`src/rtl/transformer_pkg.sv`:
```
// Shared types and the ReLU + requantise arithmetic used by the post-linear stages.
package transformer_pkg;

  typedef enum logic [1:0] {IDLE, RUN, DRAIN} state_t;

  localparam int DEF_OUT_WIDTH = 16;
  localparam int MAX_OUT = 2**(DEF_OUT_WIDTH-1) - 1;

  typedef struct packed {
    logic [63:0] val;
    logic        sat;
  } rq_t;

  // Operates on a 64-bit sign-extended value so one function serves any WIDTH <= 64.
  function automatic rq_t relu_requant(input logic signed [63:0] x, input int shift,
                                       input int out_width);
    logic signed [63:0] s;
    logic signed [63:0] mx;
    rq_t r;
    r  = '0;
    mx = (64'sd1 <<< (out_width - 1)) - 64'sd1;
    if (x >= 0) begin
      s = x >>> shift;
      if (s > mx) begin
        r.val = mx;
        r.sat = 1'b1;
      end else begin
        r.val = s;
      end
    end
    return r;
  endfunction

endpackage

```
`src/rtl/skid_fifo2.sv`:
```
// Two-entry FIFO with 1-bit wrapping pointers; head shows the last popped entry when empty.
module skid_fifo2 #(
  parameter int W = 17
) (
  input  logic         clk,
  input  logic         reset_n,
  input  logic         push,
  input  logic [W-1:0] push_data,
  input  logic         pop,
  output logic [W-1:0] head,
  output logic [1:0]   count
);

  logic [W-1:0] mem [2];
  logic         wr_ptr;
  logic         rd_ptr;

  always_ff @(posedge clk or negedge reset_n) begin
    if (!reset_n) begin
      for (int i = 0; i < 2; i++) mem[i] <= '0;
      wr_ptr <= 1'b0;
      rd_ptr <= 1'b0;
      count  <= 2'd0;
    end else begin
      if (push) begin
        mem[wr_ptr] <= push_data;
        wr_ptr      <= ~wr_ptr;
      end
      if (pop) rd_ptr <= ~rd_ptr;
      case ({push, pop})
        2'b10:   count <= count + 2'd1;
        2'b01:   count <= count - 2'd1;
        default: count <= count;
      endcase
    end
  end

  // When empty, the slot behind rd_ptr is the one just popped, so the output holds.
  assign head = (count == 2'd0) ? mem[~rd_ptr] : mem[rd_ptr];

endmodule

```
`src/rtl/relu_requant_stage.sv`:
```
// ReLU, arithmetic right shift and saturation of one linear-layer vector per init,
// buffered through a 2-entry FIFO with an end-of-vector marker.
module relu_requant_stage
  import transformer_pkg::*;
#(
  parameter int WIDTH     = 32,
  parameter int OUT_WIDTH = 16,
  parameter int SHIFT     = 8,
  parameter int VEC_LEN   = 64
) (
  input  logic                 clk,
  input  logic                 reset_n,
  input  logic                 init,
  output logic                 ready,
  input  logic [WIDTH-1:0]     input_block,
  input  logic                 input_valid,
  output logic                 input_ready,
  output logic [OUT_WIDTH-1:0] output_block,
  output logic                 output_valid,
  input  logic                 output_ready,
  output logic                 output_last,
  output logic                 sat_flag
);

  localparam int CW = $clog2(VEC_LEN + 1);
  localparam logic [CW-1:0] LAST_IDX = CW'(VEC_LEN - 1);
  localparam logic [CW-1:0] VEC_END  = CW'(VEC_LEN);

  state_t                  state;
  logic [CW-1:0]           counter;
  logic [1:0]              fifo_count;
  logic [OUT_WIDTH:0]      head;
  logic                    accept;
  logic                    pop;
  logic                    is_last;
  logic signed [WIDTH-1:0] x_s;
  rq_t                     rq;
  logic                    unused_hi;

  assign x_s       = input_block;
  assign rq        = relu_requant(64'(x_s), SHIFT, OUT_WIDTH);
  assign unused_hi = ^rq.val[63:OUT_WIDTH];

  // Handshake terms come only from registered state; output_ready never reaches input_ready.
  assign ready        = (state == IDLE);
  assign input_ready  = (state == RUN) && (fifo_count < 2'd2) && (counter < VEC_END);
  assign accept       = input_valid && input_ready;
  assign is_last      = (counter == LAST_IDX);
  assign output_valid = (fifo_count != 2'd0);
  assign pop          = output_valid && output_ready;
  assign output_block = head[OUT_WIDTH-1:0];
  assign output_last  = output_valid && head[OUT_WIDTH];

  skid_fifo2 #(.W(OUT_WIDTH + 1)) u_fifo (
    .clk       (clk),
    .reset_n   (reset_n),
    .push      (accept),
    .push_data ({is_last, rq.val[OUT_WIDTH-1:0]}),
    .pop       (pop),
    .head      (head),
    .count     (fifo_count)
  );

  always_ff @(posedge clk or negedge reset_n) begin
    if (!reset_n) begin
      state    <= IDLE;
      counter  <= '0;
      sat_flag <= 1'b0;
    end else begin
      case (state)
        IDLE: if (init) begin
          state    <= RUN;
          counter  <= '0;
          sat_flag <= 1'b0;
        end
        RUN: if (accept) begin
          counter <= counter + 1'b1;
          if (rq.sat) sat_flag <= 1'b1;
          if (is_last) state <= DRAIN;
        end
        DRAIN: if (fifo_count == 2'd0 || (fifo_count == 2'd1 && pop)) state <= IDLE;
        default: state <= IDLE;
      endcase
    end
  end

endmodule

```
`config.mk`:
```
export PLATFORM = sky130hd
export DESIGN_NAME = relu_requant_stage
export DESIGN_NICKNAME = d
export VERILOG_FILES = /design/src/rtl/transformer_pkg.sv /design/src/rtl/skid_fifo2.sv /design/src/rtl/relu_requant_stage.sv
export SDC_FILE = /design/constraint.sdc
export NUM_CORES = 1
export LEC_CHECK = 0
export BUFFER_PORTS_ARGS = -buffer_cell sky130_fd_sc_hd__clkbuf_2
export CAP_MARGIN = 25
export CORE_ASPECT_RATIO = 0.8
export CORE_MARGIN = 3
export CORE_UTILIZATION = 43
export DETAILED_ROUTE_END_ITERATION = 10
export PLACE_DENSITY = 0.69
export SLEW_MARGIN = 20
export SYNTH_ARGS = -nofsm -noshare
export SYNTH_HDL_FRONTEND = slang
export SYNTH_SLANG_ARGS = --single-unit
```
`constraint.sdc`:
```
create_clock -name clk -period 2.7 [get_ports clk]
set_input_delay 0.27 -clock clk [delete_from_list [all_inputs] [get_ports clk]]
set_output_delay 0.27 -clock clk [all_outputs]
set_load 0.02 [all_outputs]
```
==> results.yml, run 1 <==
worst_setup_path:
  required_ns: 2.43
  worstPathArrival_ns: 2.17
  crit_path_end_kind: "output port"
  path_max_fanout: 16
  cp_slowest_cell: "xnor2_4"
  criticalPathCategory: "flop to output port"
  cp_cell_sequence: "inv_1 > ha_1 > xnor2_4 > mux2_2 > clkbuf_2"
  max_stage_delay_ns: 0.54
  critPathLaunchType: "flop"
synth:
  yosysTopAreaCell: "dfrtp_1"
  async_flop_share_pct: 100
  synth_top_flop_cell: "dfrtp_1"
  ys_top_cells_by_area: "dfrtp_1 (54%), o2bb2ai_1 (12%), mux2_2 (9.1%), nor3_1 (3.6%), ha_1 (2.2%)"
  synth.top_cell.area_share_pct: 53.8
  syn_nets: 229
  syn_inst: 188
  synth_area_sq_um: 2230
  yosysMostFrequentCell: "dfrtp_1"
  synthDistinctLibCells: 36
  synth_edf_count: 0
  ys_seq_area_share_pct: 53.8
  yosysWarnings: 0
  synth_seq_cells: 48
  synth_common_cells: "dfrtp_1 (48), o2bb2ai_1 (30), mux2_2 (18)"
  synth_area_per_cell_sq_um: 11.9
grt:
  antenna_found_initial: 0
  gr-total-overflow: 0
  grt_max_degree: 49
  grt.total_usage_pct: 16.3
  grt_pass1_wl_um: 7720
  grt_pass1_vias: 1634
clocking:
  cts_hold_buffers: 0
  cts_sinks: 48
  clockBufferDepth: 2
  cts-htree-levels: 2
  clk_latency_ns: 0.30
  clk_pin_slew_ns: 0.08
  cts_tree: "done"
  root_buffer: "clkbuf_8"
  cts_buffers: 5
timing:
  fmax_mhz: 410
  rsz0062_at_grt: "false"
  setup_slack_ns: 0.264
  setup_viol: 0
  min_period_over_period_pct: 90.2
  period_needed_ns: 2.44
  tightest_slew_ns: 0.612
  final.setup.tns_ns: 0
  slew_headroom_pct: 59.2
  fin_skew_ns: 0.00940
  slew_violations: 0
  hold_viol: 0
floorplanning:
  fp.coreArea_sq_um: 4790
  ios: 58
  start_util_pct: 46.7
  die-area_sq_um: 6100
  rows: 22
  die-width_um: 86.6
  die_h_um: 70.5
placement:
  place.gp.congestion: 0.729
  port_buffers: 49
  hpwlAfterDp_um: 3300
  postPlaceCellArea_sq_um: 2540
  place_ws_ns: 0.310
power:
  p_total_mw: 3.19
  peakVddDrop_v: 0.000711
  power.density_nw_per_um2: 1200
  p_leak_nw: 1.24
final_layout:
  finalInstanceArea_sq_um: 2650
  multi_input_area_sq_um: 980
  regArea_sq_um: 1200
  n_fill_cell: 424
  drive_above_1_share_pct: 35.3
  area_growth_pct: 18.5
  final_core_util_pct: 55.3
  layout.nets: 278
  n_antenna_cell: 0
route:
  ant_nets: 0
  drc: 0
  routedWlPerCell_um: 15.7
  drtIter0Drc: 74
  routed_via_density: 5.55
  first_pass_iters: 4
  num_vias: 1654
  routed_wl_um: 4670
job:
  max_cap_violations: 0
status:
  status: "finished clean"
hold_path:
  hold_class: "input port to async pin"
## report_power, final
group | internal [mW] | switching [mW]
clock network | 0.204 | 0.227
registers | 0.998 | 0.181
logic | 0.713 | 0.863
## state kept, by name (all words and copies together) (netlist names)
| name | flops |
|---|---|
| u_fifo.count | 2 |
| u_fifo.wr_ptr | 1 |
| counter | 7 |
| u_fifo.rd_ptr | 1 |
| u_fifo.mem | 34 |
| sat_flag | 1 |
| state | 2 |
## cell type report
type / instances / area share [%]
Clock buffer: 6 / 3.12
Clock inverter: 2 / 0.378
Inverter: 6 / 0.898
Multi-Input combinational cell: 123 / 37.0
Sequential cell: 48 / 45.4
Tap cell: 60 / 2.84
Timing Repair Buffer: 53 / 10.4
## metrics by stage
step	hold WS [ns]	std cells
6_report	0.0568	298
5_1_grt	0.109	298
4_1_cts	0.0790	298
3_5_place_dp	0.405	290
3_3_place_gp	0.410	290
2_1_floorplan	-0.0256	188
## worst paths after layout
check                                                 start                         end  slack, ns  cells past startpoint
worst max-delay path            u_fifo.count[0]$_DFFE_PN0P_             output_block[2]       0.26                      5
worst min-delay path                                reset_n  u_fifo.mem[32]$_DFFE_PN0P_       0.06                      2
worst max register to register         state[1]$_DFFE_PN0P_   u_fifo.mem[4]$_DFFE_PN0P_       0.59                      4
worst min register to register    u_fifo.mem[9]$_DFFE_PN0P_   u_fifo.mem[9]$_DFFE_PN0P_       0.49                      1
max in group asynchronous                           reset_n   u_fifo.mem[5]$_DFFE_PN0P_       2.22                      2
min in group clk                            input_block[31]        sat_flag$_DFFE_PN0P_       0.18                      2
## per-layer routing
layer | up-vias | part of all wire (%) | track usage [%]
met5 | - | 0 | 0
met4 | 0 | 1.7 | 6.23
met3 | 7 | 5.0 | 4.01
met2 | 38 | 45 | 24.4
met1 | 803 | 48 | 22.6
li1 | 806 | - | -
## critical path: cells and delay by family (launching register included)
family,cells,cell delay (ns)
multiplexers,1,0.42
flip-flops,1,0.40
XOR/XNOR,1,0.54
buffers and inverters,2,0.22
adder cells (fa/ha/maj),1,0.30
## layout by cell type, fill, tap and decap left out, types with 2 or more instances in the layout
cell / n
and2_1: 2
nand2b_1: 3
nor3_1: 16
o21ai_0: 5
clkbuf_8: 6
mux2_2: 18
inv_1: 5
o2bb2ai_1: 30
clkinv_2: 3
nand3b_1: 2
nand2_1: 8
o31ai_1: 3
mux2i_1: 3
or4_1: 3
xnor2_1: 2
buf_4: 4
dfrtp_1: 48
clkbuf_2: 49
nand3_1: 2
nor2_1: 4
ha_1: 4
nor2b_1: 2
## repair_timing
action,in CTS,in global routing
setup endpoints to repair,16,0
resized for setup,1,0
setup buffers,0,0
## cell families after synthesis
group | after synthesis | share of synthesized area, %
buffers and inverters | 17 | 3.25
muxes | 21 | 10.4
DFF | 48 | 53.8
and+or+nand+nor | 49 | 12.5
adders and majority gates | 4 | 2.24
xor gates and xnor gates | 4 | 1.57
AOI/OAI and AO/OA | 45 | 16.3
Power figures use the tool's default switching activity.
==> run 2: changes to the inputs <==
Settings changed: BUFFER_PORTS_ARGS -buffer_cell sky130_fd_sc_hd__clkbuf_2 to -buffer_cell sky130_fd_sc_hd__buf_4.
==> run 2 against run 1 <==
  * Clock power increased by 4%
  * Highest routed layer unchanged
  * Non-clock buffer count decreased by 1
  * Sequential power about the same
==> results.yml, run 2 (same netlist as run 1, synthesis figures left out) <==
status:
  status: "finished clean"
clocking:
  root_buffer: "clkbuf_8"
  clk_latency_ns: 0.30
  clk_pin_slew_ns: 0.09
  cts_buffers: 5
  cts-htree-levels: 2
  clockBufferDepth: 2
  post_cts_buffers: 0
  cts_sinks: 48
  cts_tree: "done"
power:
  p_leak_nw: 1.26
  intPower_mw: 2.06
  clockPowerShare_pct: 13.4
  share_comb_of_total_power_pct: 51.4
  power.density_nw_per_um2: 1210
  sequentialPowerShare_pct: 35.2
  peakVddDrop_v: 0.000603
  sw_frac_of_total_pct: 38.6
  switchingPower_mw: 1.29
final_layout:
  layout_commonest_cell: "buf_4"
  n_fill_cell: 420
  drive_above_1_share_pct: 34.2
  finalInstanceArea_sq_um: 2770
  largest_register_ffs: 34
  layout.nets: 277
  area_growth_pct: 23.8
  reg.largest.list: "u_fifo.mem (34), counter (7)"
  most-common-layout-cells: "buf_4 (51), dfrtp_1 (48), o2bb2ai_1 (30)"
  top_register: "u_fifo.mem"
  final_core_util_pct: 57.8
  n_antenna_cell: 0
placement:
  place.gp.congestion: 0.723
  postPlaceCellArea_sq_um: 2650
  port_buffers: 49
  hpwlAfterDp_um: 3390
timing:
  fin_skew_ns: 0.0120
  fmax_mhz: 403
  slew_headroom_pct: 57.2
  rsz0062_at_grt: "false"
  final.setup.tns_ns: 0
  min_period_over_period_pct: 91.8
  tightest_slew_ns: 0.642
  slew_violations: 0
  hold_viol: 0
  period_needed_ns: 2.48
  setup_viol: 0
  timing.hold.ws_ns: 0.180
worst_setup_path:
  cp_slowest_cell: "xnor2_4"
  worstPathArrival_ns: 2.21
  cp_cell_sequence: "inv_1 > ha_1 > xnor2_4 > mux2_2 > buf_4"
  max_stage_delay_ns: 0.55
  crit_path_end_kind: "output port"
  path_max_fanout: 16
  criticalPathCategory: "flop to output port"
  critPathLaunchType: "flop"
  path_buf_inv: 2
  crit_family: "XOR/XNOR gates"
  required_ns: 2.43
route:
  num_vias: 1661
  routed_wl_um: 4970
  ant_nets: 0
  first_pass_iters: 4
  drc: 0
  routedWlPerCell_um: 16.7
  drtIter0Drc: 91
  routed_via_density: 5.59
floorplanning:
  die_h_um: 70.5
  die-area_sq_um: 6100
  die-width_um: 86.6
  fp.coreArea_sq_um: 4790
  rows: 22
  start_util_pct: 46.7
  ios: 58
job:
  max_cap_violations: 0
grt:
  grt_pass1_vias: 1712
  grt.total_usage_pct: 17.5
  gr-total-overflow: 0
  grt_pass1_wl_um: 8430
  antenna_found_initial: 0
  grt_max_degree: 49
hold_path:
  hold_class: "input port to flop"
run 2: cell types whose count changed in the layout (fill, tap and decap cells not counted):
cell,before,now
clkinv_2,3,1
clkbuf_2,49,0
clkinvlp_4,0,1
dlygate4sd3_1,0,1
clkbuf_1,0,1
buf_4,4,51
run 2: timing repair:
item / 4_1_cts / 5_1_grt
hold buffers: 1 / 0
hold endpoints to repair: 22 / 0
setup endpoints to repair: 16 / 0
resized for setup: 1 / 0
run 2: cell type report:
type	instances	area [sq um]	share of cell area, %
Sequential cell	48	1200	43.4
Multi-Input combinational cell	123	980	35.4
Timing Repair Buffer	52	393	14.2
Clock buffer	7	86.3	3.12
Tap cell	60	75.1	2.71
Inverter	6	23.8	0.859
Clock inverter	1	7.51	0.271
run 2: metal layers:
metal  up-vias  routed length (um)  track usage, %
met5         -                   0               0
met2        32                2210            24.7
li1        791                   -               -
met1       834                2480            27.0
met3         4                 237            4.01
met4         0                  41            4.15
run 2: per-stage QoR:
stage,power (mW),setup WS [ns],std cells
floorplan,2.30,0.646,188
CTS,3.38,0.207,297
finish,3.35,0.221,297
global route,3.57,0.128,297
detailed placement,2.91,0.282,288
global placement,2.88,0.297,288
run 2: path summary, 6_finish.rpt:
path                                              from                          end  slack [ns]  cells after the start
min reg2reg                 u_fifo.mem[24]$_DFFE_PN0P_   u_fifo.mem[24]$_DFFE_PN0P_        0.49                      1
min                                    input_block[31]         sat_flag$_DFFE_PN0P_        0.18                      2
max in group asynchronous                      reset_n       counter[6]$_DFFE_PN0P_        1.77                      2
max                        u_fifo.count[1]$_DFFE_PN0P_              output_block[4]        0.22                      5
max reg2reg                       state[1]$_DFFE_PN0P_   u_fifo.mem[16]$_DFFE_PN0P_        0.52                      4
min in group asynchronous                      reset_n  u_fifo.count[0]$_DFFE_PN0P_        0.51                      2
run 2: power groups by stage:
stage / logic, mW / clock network (mW) / registers (mW)
after global placement: 1.70 / 0 / 1.18
after floorplan: 1.16 / 0 / 1.14
after CTS: 1.75 / 0.450 / 1.18
final: 1.72 / 0.448 / 1.18
after global routing: 1.87 / 0.478 / 1.22
after detailed placement: 1.73 / 0 / 1.18
==> run 3: changes to the inputs <==
Settings changed: CORE_ASPECT_RATIO 0.8 to not set.
==> run 3 against run 2 <==
  * Total power is 0.64% lower
  * Die area hardly changed
  * Worst setup slack better by 0.044 ns
  * Maximum frequency is 1.8% higher
  * Critical path depth stayed put
  * Clock-buffer cell count is 1 lower
  * Non-clock buffer count stayed put
==> results.yml, run 3 (same netlist as run 1, synthesis figures left out) <==
power:
  p_leak_nw: 1.27
  p_total_mw: 3.33
  peakVddDrop_v: 0.000806
  power.density_nw_per_um2: 1200
hold_path:
  hold_end: "sat_flag$_DFFE_PN0P_"
  hold_class: "input port to flop"
  worstHoldStart: "input_block[31]"
  hold_depth: 2
floorplanning:
  start_util_pct: 45.8
  die-width_um: 78.1
  die_h_um: 78.1
  die-area_sq_um: 6100
  fp.coreArea_sq_um: 4880
  ios: 58
  rows: 25
grt:
  grt_max_degree: 49
  antenna_found_initial: 0
  grt.total_usage_pct: 17.3
  gr-total-overflow: 0
  grt_pass1_wl_um: 8250
  grt_pass1_vias: 1732
timing:
  hold_viol: 0
  slew_violations: 0
  slew_headroom_pct: 57.9
  rsz0062_at_grt: "false"
  final.setup.tns_ns: 0
  min_period_over_period_pct: 90.2
  tightest_slew_ns: 0.631
  fin_skew_ns: 0.00745
  fmax_mhz: 411
  setup_viol: 0
  period_needed_ns: 2.43
placement:
  place.gp.congestion: 0.745
  hpwlAfterDp_um: 3330
  port_buffers: 49
final_layout:
  n_antenna_cell: 0
  top_register: "u_fifo.mem"
  layout.nets: 277
  reg.largest.list: "u_fifo.mem (34), counter (7)"
  final_core_util_pct: 56.8
  drive_above_1_share_pct: 34.6
  most-common-layout-cells: "buf_4 (51), dfrtp_1 (48), o2bb2ai_1 (30)"
  area_growth_pct: 24.1
  largest_register_ffs: 34
  layout_commonest_cell: "buf_4"
route:
  drc: 0
  routed_wl_um: 4960
  routedWlPerCell_um: 16.3
  first_pass_iters: 4
  num_vias: 1652
  drtIter0Drc: 126
  ant_nets: 0
  routed_via_density: 5.43
worst_setup_path:
  r2r_end: "u_fifo.mem[16]$_DFFE_PN0P_"
  critPathLaunchType: "flop"
  r2r-start: "state[1]$_DFFE_PN0P_"
  worstPathArrival_ns: 2.16
  path_max_fanout: 16
  r2r_slack_ns: 0.51
  ff2ff_path_depth: 4
  required_ns: 2.43
  criticalPathCategory: "flop to output port"
  crit_path_end_kind: "output port"
clocking:
  clockBufferDepth: 2
  clk_latency_ns: 0.30
  root_buffer: "clkbuf_8"
  cts-htree-levels: 2
  clk_pin_slew_ns: 0.08
  cts_tree: "done"
  post_cts_buffers: 0
  cts_sinks: 48
  cts_buffers: 5
job:
  max_cap_violations: 0
status:
  status: "finished clean"
## run 3: worst max-delay path by stage
stage / start / to / slack (ns) / cells past startpoint
2_1_floorplan: u_fifo.count[0]$_DFFE_PN0P_ / output_block[10] / 0.65 / 5
3_3_place_gp: u_fifo.count[0]$_DFFE_PN0P_ / output_block[0] / 0.31 / 5
3_5_place_dp: u_fifo.count[0]$_DFFE_PN0P_ / output_block[0] / 0.30 / 5
4_1_cts: u_fifo.count[0]$_DFFE_PN0P_ / output_block[0] / 0.23 / 5
5_1_grt: u_fifo.count[0]$_DFFE_PN0P_ / output_block[13] / 0.12 / 5
6_report: u_fifo.count[0]$_DFFE_PN0P_ / output_block[4] / 0.27 / 5
## run 3: per-stage QoR
stage               cell area (sq um)  hold WS, ns  setup WS (ns)  cells
floorplan                        2230      -0.0256          0.646    188
CTS                              2770        0.166          0.229    304
finish                           2770        0.162          0.265    304
global route                     2770        0.165          0.124    304
detailed placement               2660        0.322          0.298    295
global placement                 2660        0.319          0.310    295
## run 3: layout make-up
class	instances	area, sq um
fill	456	2110
sequential	48	1200
multi-input combinational	123	980
timing repair buffer	52	393
tap	67	83.8
clock buffer	6	82.6
inverter	6	23.8
clock inverter	2	10.0
## run 3: where the power goes
part | leakage (nW) | internal (mW) | switching [mW]
Combinational | 0.614 | 0.854 | 0.866
Clock | 0.0510 | 0.204 | 0.229
Sequential | 0.606 | 0.998 | 0.181
## run 3: routing by layer
layer,GRT usage [%],wire length (um),vias to the layer above
met5,0,0,-
met4,4.55,29,0
met3,4.82,221,2
met2,27.8,2360,39
met1,23.2,2350,811
li1,-,-,800
## run 3: worst max-delay path, cell delays in order, from the launching register on
cell and delay [ns]:
dfrtp_1 0.39, inv_1 0.06, ha_1 0.30, xnor2_4 0.54, mux2_2 0.41, buf_4 0.16
## run 3: timing repair
action | CTS | global route
endpoints found under the setup margin | 16 | 0
resized for setup | 1 | 0
hold buffers | 1 | 0
endpoints found under the hold margin | 37 | 0
